$ cat config.mk
export PLATFORM = sky130hd
export DESIGN_NAME = ascon_dec_sink_flat
export DESIGN_NICKNAME = d
export VERILOG_FILES = /design/src/rtl/ascon_pkg.sv /design/src/rtl/ascon_dec_sink_if.sv /design/src/rtl/ascon_sipo.sv /design/src/rtl/ascon_dec_sink.sv /design/src/flat_wrapper.sv
export SDC_FILE = /design/constraint.sdc
export NUM_CORES = 1
export LEC_CHECK = 0
export ABC_AREA = 1
export BUFFER_PORTS_ARGS = -buffer_cell sky130_fd_sc_hd__buf_2
export CORE_ASPECT_RATIO = 1.5
export CORE_MARGIN = 8
export CORE_UTILIZATION = 45
export DETAILED_ROUTE_END_ITERATION = 6
export HOLD_SLACK_MARGIN = 0.06
export PLACE_DENSITY_LB_ADDON = 0.3
export SYNTH_ARGS = -nofsm -noshare
export SYNTH_HDL_FRONTEND = slang
export SYNTH_SLANG_ARGS = --single-unit
$ cat constraint.sdc
create_clock -name clk -period 1.6 [get_ports clk]
set_clock_uncertainty 0.1 [all_clocks]
set_input_delay 0.32 -clock clk [delete_from_list [all_inputs] [get_ports clk]]
set_output_delay 0.32 -clock clk [all_outputs]
set_load 0.02 [all_outputs]
$ cat src/rtl/ascon_pkg.sv
// Shared definitions for the Ascon decryption sink: FSM state encoding
// and the fixed tag width.
package ascon_pkg;

  localparam int unsigned TAG_W = 128;

  typedef enum logic [2:0] {
    IDLE,
    CAPTURE,
    COMPARE,
    OUTPUT,
    DONE
  } state_t;

endpackage : ascon_pkg

$ cat src/rtl/ascon_dec_sink_if.sv
// Handshake/bus bundle between the Ascon decryption core, the sink and the
// downstream consumer. master drives the sink inputs, slave is the sink.
interface ascon_dec_sink_if #(
  parameter int unsigned Y = 32,
  parameter int unsigned T = 128
);

  logic         decryption_readyxSI;
  logic         plain_textxSI;
  logic         tagxSI;
  logic [T-1:0] expected_tagxDI;
  logic         out_readyxSI;
  logic         out_validxSO;
  logic [Y-1:0] plain_textxDO;
  logic         tag_okxSO;
  logic         abortxSO;
  logic         busyxSO;

  modport master (
    output decryption_readyxSI,
    output plain_textxSI,
    output tagxSI,
    output expected_tagxDI,
    output out_readyxSI,
    input  out_validxSO,
    input  plain_textxDO,
    input  tag_okxSO,
    input  abortxSO,
    input  busyxSO
  );

  modport slave (
    input  decryption_readyxSI,
    input  plain_textxSI,
    input  tagxSI,
    input  expected_tagxDI,
    input  out_readyxSI,
    output out_validxSO,
    output plain_textxDO,
    output tag_okxSO,
    output abortxSO,
    output busyxSO
  );

endinterface : ascon_dec_sink_if

$ cat src/rtl/ascon_sipo.sv
// Serial-in parallel-out shift register. New bits enter at the MSB, so the
// first bit shifted lands at the LSB after W shifts.
module ascon_sipo #(
  parameter int unsigned W = 32
) (
  input  logic         clk,
  input  logic         rst,
  input  logic         shift_en,
  input  logic         clear,
  input  logic         bit_in,
  output logic [W-1:0] data
);

  // Shift register with synchronous clear taking priority over shift.
  always_ff @(posedge clk or negedge rst) begin
    if (!rst) begin
      data <= '0;
    end else if (clear) begin
      data <= '0;
    end else if (shift_en) begin
      data <= {bit_in, data[W-1:1]};
    end
  end

endmodule : ascon_sipo

$ cat src/rtl/ascon_dec_sink.sv
// Ascon decryption sink: captures the serial plaintext and computed tag
// from the core, checks the tag against the received one and releases the
// plaintext downstream only when the tag matches.
module ascon_dec_sink
  import ascon_pkg::*;
#(
  parameter int unsigned Y = 32,
  parameter int unsigned T = TAG_W
) (
  input logic             clk,
  input logic             rst,
  ascon_dec_sink_if.slave bus
);

  state_t       state, state_nx;
  logic         rdy_d;
  logic [7:0]   cnt, cnt_nx;
  logic         tag_ok_q, tag_ok_nx;
  logic         abort_q, abort_nx;
  logic         sample;
  logic         pt_shift;
  logic         clr;
  logic [Y-1:0] pt_q;
  logic [T-1:0] tag_q;

  // Ready is delayed one cycle because the core presents bit j one cycle
  // after asserting ready; sampling therefore keys off rdy_d.
  always_ff @(posedge clk or negedge rst) begin
    if (!rst) begin
      rdy_d <= 1'b0;
    end else begin
      rdy_d <= bus.decryption_readyxSI;
    end
  end

  // FSM and control register updates.
  always_ff @(posedge clk or negedge rst) begin
    if (!rst) begin
      state    <= IDLE;
      cnt      <= '0;
      tag_ok_q <= 1'b0;
      abort_q  <= 1'b0;
    end else begin
      state    <= state_nx;
      cnt      <= cnt_nx;
      tag_ok_q <= tag_ok_nx;
      abort_q  <= abort_nx;
    end
  end

  // Next-state logic, sample enables and register clears.
  always_comb begin
    state_nx  = state;
    cnt_nx    = cnt;
    tag_ok_nx = tag_ok_q;
    abort_nx  = 1'b0;
    sample    = 1'b0;
    clr       = 1'b0;
    case (state)
      IDLE: begin
        // The cycle that sees rdy_d high already carries sample 0.
        if (rdy_d) begin
          sample   = 1'b1;
          cnt_nx   = 8'd1;
          state_nx = CAPTURE;
        end
      end
      CAPTURE: begin
        if (!rdy_d) begin
          abort_nx = 1'b1;
          clr      = 1'b1;
          cnt_nx   = '0;
          state_nx = IDLE;
        end else begin
          sample = 1'b1;
          if (cnt == 8'(T - 1)) begin
            cnt_nx   = '0;
            state_nx = COMPARE;
          end else begin
            cnt_nx = cnt + 8'd1;
          end
        end
      end
      COMPARE: begin
        tag_ok_nx = (tag_q == bus.expected_tagxDI);
        state_nx  = OUTPUT;
      end
      OUTPUT: begin
        if (bus.out_readyxSI) begin
          state_nx = DONE;
        end
      end
      DONE: begin
        if (!rdy_d) begin
          clr       = 1'b1;
          tag_ok_nx = 1'b0;
          state_nx  = IDLE;
        end
      end
      default: begin
        state_nx = IDLE;
      end
    endcase
  end

  assign pt_shift = sample && (cnt < 8'(Y));

  ascon_sipo #(.W(Y)) u_pt_sipo (
    .clk      (clk),
    .rst      (rst),
    .shift_en (pt_shift),
    .clear    (clr),
    .bit_in   (bus.plain_textxSI),
    .data     (pt_q)
  );

  ascon_sipo #(.W(T)) u_tag_sipo (
    .clk      (clk),
    .rst      (rst),
    .shift_en (sample),
    .clear    (clr),
    .bit_in   (bus.tagxSI),
    .data     (tag_q)
  );

  assign bus.out_validxSO  = (state == OUTPUT);
  assign bus.tag_okxSO     = (state == OUTPUT) && tag_ok_q;
  assign bus.plain_textxDO = ((state == OUTPUT) && tag_ok_q) ? pt_q : '0;
  assign bus.abortxSO      = abort_q;
  assign bus.busyxSO       = (state != IDLE);

endmodule : ascon_dec_sink

$ cat src/flat_wrapper.sv
// flat-port wrapper written by rule: the top's interface ports become plain ports
module ascon_dec_sink_flat import ascon_pkg::*;
#(
  parameter int unsigned Y = 32,
  parameter int unsigned T = TAG_W
)
  (clk, rst, bus_decryption_readyxSI, bus_plain_textxSI, bus_tagxSI, bus_expected_tagxDI, bus_out_readyxSI, bus_out_validxSO, bus_plain_textxDO, bus_tag_okxSO, bus_abortxSO, bus_busyxSO);
  ascon_dec_sink_if #(.Y(Y), .T(T)) bus_i ();
  input logic clk;
  input logic rst;
  input wire logic [$bits(bus_i.decryption_readyxSI)-1:0] bus_decryption_readyxSI;
  input wire logic [$bits(bus_i.plain_textxSI)-1:0] bus_plain_textxSI;
  input wire logic [$bits(bus_i.tagxSI)-1:0] bus_tagxSI;
  input wire logic [$bits(bus_i.expected_tagxDI)-1:0] bus_expected_tagxDI;
  input wire logic [$bits(bus_i.out_readyxSI)-1:0] bus_out_readyxSI;
  output wire logic [$bits(bus_i.out_validxSO)-1:0] bus_out_validxSO;
  output wire logic [$bits(bus_i.plain_textxDO)-1:0] bus_plain_textxDO;
  output wire logic [$bits(bus_i.tag_okxSO)-1:0] bus_tag_okxSO;
  output wire logic [$bits(bus_i.abortxSO)-1:0] bus_abortxSO;
  output wire logic [$bits(bus_i.busyxSO)-1:0] bus_busyxSO;
  assign bus_i.decryption_readyxSI = bus_decryption_readyxSI;
  assign bus_i.plain_textxSI = bus_plain_textxSI;
  assign bus_i.tagxSI = bus_tagxSI;
  assign bus_i.expected_tagxDI = bus_expected_tagxDI;
  assign bus_i.out_readyxSI = bus_out_readyxSI;
  assign bus_out_validxSO = bus_i.out_validxSO;
  assign bus_plain_textxDO = bus_i.plain_textxDO;
  assign bus_tag_okxSO = bus_i.tag_okxSO;
  assign bus_abortxSO = bus_i.abortxSO;
  assign bus_busyxSO = bus_i.busyxSO;
  ascon_dec_sink #(.Y(Y), .T(T)) u_core (.clk(clk), .rst(rst), .bus(bus_i));
endmodule
==> results of run 1 <==
==> flip-flops by register name (all words and copies together), names as in the netlist <==
register	count
u_core.tag_ok_q	1
u_core.rdy_d	1
u_core.u_pt_sipo.data	32
u_core.state	3
u_core.bus.abortxSO	1
u_core.u_tag_sipo.data	128
u_core.cnt	8
==> layout by cell type, fill, tap and decap left out, drive strengths merged <==
cell type	count
bufinv	1
nor3	6
xor2	32
bufbuf	2
nor2	90
nand2	107
o21ai	9
nand3	13
dfrtp	174
inv	191
clkinvlp	6
buf	231
a21oi	6
or2	2
diode	1
dlygate4sd3	4
o22ai	157
ha	1
clkinv	1
nor4	1
xnor2	83
clkbuf	26
nand4	13
nor3b	1
==> worst max-delay path, stage by stage (launching register included) <==
cell and delay (ps):
dfrtp_2 360, inv_2 50, nor3_4 240, nand2_4 100, buf_12 190, nor2_4 100, buf_2 160
==> area by class of cell <==
type / instances / area share (%)
multi-input cells: 521 / 33.0
well taps: 220 / 2.30
clock buffers: 20 / 3.65
inverters: 188 / 5.99
clock inverters: 11 / 0.922
diodes: 1 / 0.0209
repair buffers: 243 / 17.7
flip-flops and latches: 174 / 36.5
==> final timing paths <==
path	slack, ps	start	cells past startpoint	to
max in group asynchronous	600	rst	3	u_core.u_tag_sipo.data[71]
min in group asynchronous	250	rst	2	u_core.u_tag_sipo.data[104]
hold reg to reg	410	u_core.u_pt_sipo.data[14]	2	u_core.u_pt_sipo.data[13]
setup / recovery	-460	u_core.state[1]	6	bus_plain_textxDO[5]
setup reg to reg	-340	u_core.state[1]	9	u_core.u_tag_sipo.data[99]
hold / removal	120	bus_out_readyxSI	4	u_core.state[1]
==> cells by family after synthesis <==
| group | synth area share (%) |
|---|---|
| XOR/XNOR | 12.1 |
| AND/OR/NAND/NOR | 11.8 |
| AO/OA/AOI/OAI | 12.8 |
| adder cells (fa/ha/maj) | 0.151 |
| flip-flops | 52.5 |
| buffers and inverters | 10.7 |
==> metal layers <==
layer / GRT usage, % / part of all wire [%] / wire length, µm
met5: 0 / 0 / 0
met4: 8.03 / 2.6 / 601
met3: 4.50 / 4.3 / 1010
met2: 35.8 / 54 / 12600
met1: 20.8 / 39 / 9110
==> where the power goes <==
| part | internal [mW] | switching (mW) |
|---|---|---|
| Sequential | 4.66 | 0.147 |
| Clock | 2.15 | 1.75 |
| Combinational | 3.40 | 3.54 |
==> metrics by stage <==
stage,power (mW),util (%),instances,cell area (µm²)
6_report,15.7,65.2,1378,11900
3_3_place_gp,8.68,54.4,1309,9960
4_1_cts,14.3,61.4,1364,11200
3_5_place_dp,8.73,54.4,1309,9960
2_1_floorplan,7.24,-,917,8570
5_1_grt,16.3,65.2,1378,11900
==> timing repair <==
action                                 4_1_cts  5_1_grt
hold buffers                                 4        0
resized for setup                           79       89
setup buffers                               10        4
cloned                                      11        9
pin swaps                                   10        8
endpoints found under the hold margin      177        0
setup endpoints to repair                  160      207
==> impl_metrics.json, run 1 <==
{
  "p_leak_nw": 5.23,
  "layout-drive-gt1-share_pct": 35.9,
  "final_nets": 1280,
  "nFillCells": 1415,
  "rsz0062_at_grt": "true",
  "cts_tree": "yes",
  "crit_arrival_ps": 1640,
  "pre_cts_slack_ps": -113,
  "tns_ps": -53300,
  "die_w_um": 127,
  "timing.critical_path.from_type": "flip-flop",
  "critPathKind": "reg -> out",
  "netlist.area_leader.share_pct": 52.5,
  "register_area_um2": 4360,
  "multi_input_area_um2": 3940,
  "h-tree-depth": 4,
  "io_buffers": 169,
  "routed_wl_um": 23300,
  "yosysTopAreaCell": "dfrtp_1",
  "synth_area_leaders": "dfrtp_1 (52%), o22ai_1 (12%), xnor2_1 (8.8%), inv_1 (8.4%), nand2_1 (4.7%)",
  "vdd_drop_max_mv": 0.755,
  "grt-ovfl-total": 0,
  "syn-num-nets": 1052,
  "clock_sinks": 174,
  "async_flop_share_pct": 100,
  "clockBufferDepth": 2,
  "start_util_pct": 45.3,
  "antenna_found_initial": 1,
  "numCtsBuffers": 17,
  "synth-seq-cells": 174,
  "area_delta_synth_final_pct": 43.9,
  "endpoint_kind": "output port",
  "setup_slack_ps": -459,
  "vias": 7003,
  "slew_headroom_pct": 69.1,
  "die_area_um2": 23100,
  "row_count": 61,
  "yosys_warnings": 0,
  "drv_cap": 0,
  "violations": "setup timing",
  "max_freq_mhz": 486,
  "maxSlewViolCount": 0,
  "clk_pin_slew_ps": 60,
  "synthFlopType": "dfrtp_1",
  "grt_start_max_net_pins": 46,
  "grt_pass1_wl_um": 36200,
  "boundaryPins": 170,
  "syn_inst": 917,
  "min_period_over_period_pct": 129,
  "cp.required_ps": 1180,
  "powerDensity_nw_per_um2": 1310,
  "drcViolationCount": 0,
  "place_congestion": 0.817,
  "worst_pin_slew_ps": 463,
  "ys_seq_area_share_pct": 52.5,
  "core_area_um2": 18300,
  "fin_hold_ws_ps": 118,
  "period_minus_slack_ps": 2060,
  "vias_per_cell": 5.08,
  "outcome": "finished, violations left",
  "setup_viol": 206,
  "synth_cell_type_count": 26,
  "syn_area_per_cell_um2": 9.05,
  "insertion_delay_ps": 420,
  "hold_violations": 0,
  "drt_iter0_markers": 406,
  "clock-root-buffer": "clkbuf_16",
  "synth-edff-count": 0,
  "cp_max_fo": 21,
  "grtUsageTotal_pct": 19.5,
  "ant_nets": 0,
  "die_height_um": 182,
  "post-synth-top-count-cell": "inv_1",
  "grt_pass1_vias": 7611,
  "dpl.hpwl_um": 15100,
  "routedWlPerCell_um": 16.9,
  "drt_pass1_iterations": 4,
  "synth_area_um2": 8300,
  "yosys-top-cells-count": "inv_1 (185), dfrtp_1 (174), o22ai_1 (157), nand2_1 (104), nor2_1 (89)",
  "hp-class": "in -> reg"
}
No activity file was read; power rests on OpenSTA's default activity.
==> inputs of run 2 (changes only) <==
ABC_AREA = unset   (was 1)
TNS_END_PERCENT = 50   (was unset)
==> run 2 against run 1 <==
Against the previous run: the run still ends with setup timing left; register-to-register slack got worse by 450 ps; synthesized area fell by 3.1%; clock-buffer cell count shrank 1; highest routed layer unchanged; utilization increased by 9.2 points; hold slack improved by 150 ps; critical path depth did not move; largest cell class unchanged.
==> impl_metrics.json, run 2 <==
{
  "grt-ovfl-total": 0,
  "layout-drive-gt1-share_pct": 48.5,
  "regMostFlops": "u_core.u_tag_sipo.data",
  "die_height_um": 180,
  "yosysTopAreaCell": "dfrtp_1",
  "cp.required_ps": 1850,
  "synth-edff-count": 0,
  "final_nets": 1251,
  "synth_cell_type_count": 36,
  "area_delta_synth_final_pct": 63.9,
  "yosys_warnings": 0,
  "period_minus_slack_ps": 2390,
  "crit_arrival_ps": 2640,
  "largest_reg_flops": 128,
  "fin_hold_ws_ps": 267,
  "min_period_over_period_pct": 149,
  "routed_wl_um": 33300,
  "slew_headroom_pct": 66.4,
  "synthFlopType": "dfrtp_1",
  "yosys-top-cells-count": "dfrtp_1 (174), a22o_1 (127), nand2_1 (76), xnor2_1 (75), xor2_1 (52)",
  "p_leak_nw": 6.44,
  "async_flop_share_pct": 100,
  "die_area_um2": 22500,
  "synth_area_leaders": "dfrtp_1 (54%), a22o_1 (14%), xnor2_1 (8.2%), xor2_1 (5.7%), nand2_1 (3.5%)",
  "cp_max_fo": 2,
  "powerDensity_nw_per_um2": 746,
  "critPathCapture": "u_core.tag_ok_q",
  "pre_cts_slack_ps": -729,
  "ys_seq_area_share_pct": 54.1,
  "antenna_found_initial": 0,
  "io_buffers": 169,
  "rsz0062_at_grt": "true",
  "post-synth-top-count-cell": "dfrtp_1",
  "outcome": "finished, violations left",
  "vias": 8035,
  "boundaryPins": 170,
  "grtUsageTotal_pct": 27.4,
  "r2r-end": "u_core.tag_ok_q",
  "netlist.area_leader.share_pct": 54.1,
  "drt_iter0_markers": 737,
  "core_area_um2": 17700,
  "clockBufferDepth": 2,
  "final_common_cell": "dfrtp_1",
  "hold_violations": 0,
  "use_met1_pct": 28.6,
  "vdd_drop_max_mv": 0.697,
  "tns_ps": -97720,
  "vias_per_cell": 5.97,
  "r2r_slack_ps": -790,
  "drv_cap": 0,
  "nFillCells": 1116,
  "startpoint": "u_core.u_tag_sipo.data[34]",
  "worst_pin_slew_ps": 500,
  "routedWlPerCell_um": 24.7,
  "r2r_cells": 6,
  "h-tree-depth": 4,
  "finalNonFillerCells": 1346,
  "synth-seq-cells": 174,
  "die_w_um": 125,
  "cts_tree": "yes",
  "dp_cells": 1238,
  "grt.met3_usage_pct": 5.48,
  "synth_area_um2": 8040,
  "drt_pass1_iterations": 5,
  "syn_inst": 716,
  "grt_pass1_wl_um": 47500,
  "syn_area_per_cell_um2": 11.2,
  "use_met2_pct": 48.0,
  "busiest_layer": "met2",
  "top_regs": "u_core.u_tag_sipo.data: 128 flops, u_core.u_pt_sipo.data: 32 flops, u_core.cnt: 8 flops",
  "syn-num-nets": 851,
  "setup_viol": 207,
  "final_cell_mix": "dfrtp_1 (174), buf_4 (172), buf_2 (133)",
  "row_count": 60,
  "grt_start_max_net_pins": 39,
  "max_freq_mhz": 418,
  "setup_slack_ps": -790,
  "hp-class": "in -> async",
  "start_util_pct": 45.4,
  "dpl.hpwl_um": 19100,
  "clk_pin_slew_ps": 70,
  "post_dp_cell_area_um2": 10600,
  "final_area_um2": 13200,
  "r2r_start": "u_core.u_tag_sipo.data[34]",
  "antenna_cells": 0,
  "grt_pass1_vias": 8531,
  "clock_sinks": 174,
  "timing.critical_path.from_type": "flip-flop",
  "violations": "setup timing",
  "drcViolationCount": 0,
  "critPathKind": "reg -> reg",
  "insertion_delay_ps": 440,
  "ant_nets": 0,
  "place_congestion": 0.860,
  "maxSlewViolCount": 0,
  "endpoint_kind": "flip-flop",
  "clock-root-buffer": "clkbuf_16",
  "numCtsBuffers": 17
}
## run 2: cell types whose count changed after synthesis, sizes merged, moves of 9 or more
cell / before / now
nor4: 1 / 17
xor2: 32 / 52
inv: 188 / 6
nand3: 13 / 3
nor2: 90 / 7
nand2: 105 / 76
a22o: 0 / 129
a21oi: 6 / 36
buf: 32 / 3
nand4: 13 / 22
and3: 0 / 34
clkbuf: 4 / 43
o22ai: 157 / 1
## run 2: cell type report
type                            count  area, µm²  area share [%]
Multi-Input combinational cell    492       4040            30.6
Timing Repair Buffer              425       3950            30.0
Inverter                            6       22.5           0.171
Tap cell                          217        272            2.06
Sequential cell                   174       4350            33.0
Clock buffer                       19        433            3.28
Clock inverter                     13        113           0.854
## run 2: critical path: stages (launching register included)
cell and delay [ps]:
dfrtp_1 410, xnor2_1 200, nand4_1 200, nor4_1 520, nand4_1 160, or4_1 440
o32ai_2 260
## run 2: stage by stage
| step | total power, mW | utilization (%) |
|---|---|---|
| 2_1_floorplan | 4.90 | - |
| 3_3_place_gp | 5.44 | 60.0 |
| 3_5_place_dp | 5.45 | 60.0 |
| 4_1_cts | 9.69 | 71.0 |
| 5_1_grt | 10.1 | 74.4 |
| 6_report | 9.83 | 74.4 |
## run 2: how the worst min path moves through the flow
stage	depth (start not counted)	to	start
global route	4	u_core.tag_ok_q	bus_expected_tagxDI[38]
finish	2	u_core.cnt[5]	rst
CTS	4	u_core.tag_ok_q	bus_expected_tagxDI[38]
floorplan	0	u_core.bus.abortxSO	rst
global placement	1	u_core.cnt[5]	rst
detailed placement	1	u_core.rdy_d	rst
## run 2: cell families (layout without fill, tap and decap cells)
kind of cell | count (synthesis) | count (layout) | synth area share [%]
AOI/OAI and AO/OA | 186 | 188 | 18.1
xor gates and xnor gates | 127 | 127 | 13.8
adders and majority gates | 1 | 1 | 0.156
buffers and inverters | 52 | 463 | 2.44
DFF | 174 | 174 | 54.1
and+or+nand+nor | 176 | 176 | 11.3
## run 2: where the power goes
group	internal (mW)	total (mW)	switching, mW
clock	2.15	4.01	1.86
sequential	4.43	4.46	0.0345
combinational	0.672	1.35	0.680
## run 2: layer usage
layer | vias up | share of wire (%) | routed length, µm
li1 | 3404 | - | -
met1 | 3983 | 34 | 11300
met2 | 513 | 52 | 17300
met3 | 135 | 6.5 | 2150
met4 | 0 | 7.4 | 2460
met5 | - | 0 | 0
## run 2: timing repair
item	in CTS	in global routing
endpoints found under the hold margin	174	0
pin swaps	18	39
resized for setup	134	110
cloned	24	9
setup buffers	30	19
hold buffers	5	0
endpoints found under the setup margin	203	206
==> inputs of run 3 (changes only) <==
CORE_UTILIZATION = 50   (was 45)
RECOVER_POWER = 100   (was unset)
==> run 3 against run 2 <==
Against the previous run: the run still ends with setup timing left; sequential share of layout area rose by 0.50 points; hold slack improved by 14 ps; design area fell by 1.5%; power rose by 3.4%; setup slack got worse by 120 ps; clock power rose by 9.5%; largest cell class unchanged; global-route usage rose by 2.1 points; fmax fell by 4.6%; utilization rose by 6.9 points; routed wire length rose by 8.5%.
==> impl_metrics.json, run 3 (synthesized netlist as in run 2, its figures left out) <==
{
  "outcome": "finished, violations left",
  "violations": "setup timing",
  "period_minus_slack_ps": 2510,
  "finalNonFillerCells": 1325,
  "vias_per_cell": 6.31,
  "max_freq_mhz": 399,
  "place_congestion": 0.850,
  "r2r_slack_ps": -910,
  "register_area_um2": 4350,
  "hp-class": "in -> reg",
  "critPathKind": "reg -> reg",
  "io_buffers": 169,
  "r2r_cells": 6,
  "routed_wl_um": 36100,
  "r2r-end": "u_core.tag_ok_q",
  "dp_cells": 1225,
  "die_area_um2": 20500,
  "min_period_over_period_pct": 157,
  "drcViolationCount": 0,
  "drv_cap": 0,
  "die_w_um": 120,
  "boundaryPins": 170,
  "cp.required_ps": 1840,
  "grt_start_max_net_pins": 45,
  "clock-root-buffer": "clkbuf_16",
  "nFillCells": 838,
  "numCtsBuffers": 17,
  "p_leak_nw": 6.36,
  "grt_pass1_vias": 8483,
  "setup_slack_ps": -906,
  "cp_max_fo": 2,
  "crit_arrival_ps": 2750,
  "core_area_um2": 16000,
  "antenna_cells": 0,
  "setup_viol": 207,
  "clk_pin_slew_ps": 70,
  "final_cell_mix": "dfrtp_1 (174), buf_4 (169), buf_2 (132)",
  "grtUsageTotal_pct": 29.5,
  "critPathCapture": "u_core.tag_ok_q",
  "timing.critical_path.from_type": "flip-flop",
  "row_count": 57,
  "vias": 8359,
  "start_util_pct": 50.4,
  "fin_hold_ws_ps": 281,
  "insertion_delay_ps": 430,
  "grt-ovfl-total": 0,
  "maxSlewViolCount": 0,
  "endpoint_kind": "flip-flop",
  "antenna_found_initial": 0,
  "hold_violations": 0,
  "routedWlPerCell_um": 27.2,
  "multi_input_area_um2": 3980,
  "final_nets": 1241,
  "top_regs": "u_core.u_tag_sipo.data: 128 flops, u_core.u_pt_sipo.data: 32 flops, u_core.cnt: 8 flops",
  "drt_pass1_iterations": 5,
  "layout-drive-gt1-share_pct": 48.3,
  "clock_sinks": 174,
  "h-tree-depth": 4,
  "vdd_drop_max_mv": 0.789,
  "drt_iter0_markers": 908,
  "powerDensity_nw_per_um2": 783,
  "area_delta_synth_final_pct": 61.4,
  "r2r_start": "u_core.u_tag_sipo.data[19]",
  "dpl.hpwl_um": 18400,
  "die_height_um": 171,
  "clockBufferDepth": 2,
  "regMostFlops": "u_core.u_tag_sipo.data",
  "cts_tree": "yes",
  "slew_headroom_pct": 25.8,
  "grt_pass1_wl_um": 46200,
  "startpoint": "u_core.u_tag_sipo.data[19]",
  "worst_pin_slew_ps": 1110,
  "largest_reg_flops": 128,
  "rsz0062_at_grt": "true",
  "ant_nets": 0,
  "final_common_cell": "dfrtp_1"
}
run 3: layer usage:
metal | global-route usage [%] | share of wire (%)
met2 | 50.3 | 50
met1 | 31.8 | 34
met4 | 22.7 | 8.9
met5 | 0 | 0
met3 | 5.95 | 7.4
run 3: how the worst min path moves through the flow:
stage                     cells past startpoint                    start  slack [ps]                         end
after floorplan                               0                      rst         -80         u_core.bus.abortxSO
after global placement                        1                      rst         160  u_core.u_tag_sipo.data[75]
after detailed placement                      1                      rst         150               u_core.cnt[6]
after CTS                                     2                      rst         270  u_core.u_tag_sipo.data[52]
after global routing                          5   bus_expected_tagxDI[0]         350             u_core.tag_ok_q
final                                         4  bus_expected_tagxDI[38]         280             u_core.tag_ok_q
run 3: layout make-up:
class                   count  share of cell area [%]
inverters                   6                   0.173
flip-flops and latches    174                    33.5
repair buffers            415                    29.0
clock buffers              18                    3.38
well taps                 206                    1.99
clock inverters            14                    1.31
multi-input cells         492                    30.6
run 3: report_power, final:
group / switching (mW) / internal, mW / total (mW)
registers: 0.0333 / 4.43 / 4.46
logic: 0.698 / 0.614 / 1.31
clock network: 1.98 / 2.41 / 4.39
run 3: timing repair:
| action | 4_1_cts | 5_1_grt |
|---|---|---|
| pin swaps | 16 | 16 |
| setup endpoints to repair | 203 | 207 |
| gates resized for setup | 137 | 88 |
| hold endpoints to repair | 96 | 0 |
| buffers inserted | 26 | 16 |
| cloned | 18 | 13 |
| hold buffers | 5 | 0 |
run 3: through the flow:
step / TNS (ps) / total power, mW / utilization, % / instance area, µm² / setup WS [ps]
2_1_floorplan: -13750 / 4.90 / - / 8210 / -536
3_3_place_gp: -12280 / 5.44 / 66.2 / 10600 / -752
3_5_place_dp: -16020 / 5.44 / 66.2 / 10600 / -794
4_1_cts: -54010 / 9.93 / 77.4 / 12400 / -696
5_1_grt: -110990 / 10.4 / 81.3 / 13000 / -884
6_report: -93550 / 10.2 / 81.3 / 13000 / -906
run 3: worst max-delay path, cell delays in order, from the launching register on:
cell and delay, ps:
dfrtp_1 410, xnor2_1 360, nand4_1 190, nor4_1 410, nand2_1 170, or4_4 580, o32ai_2 200
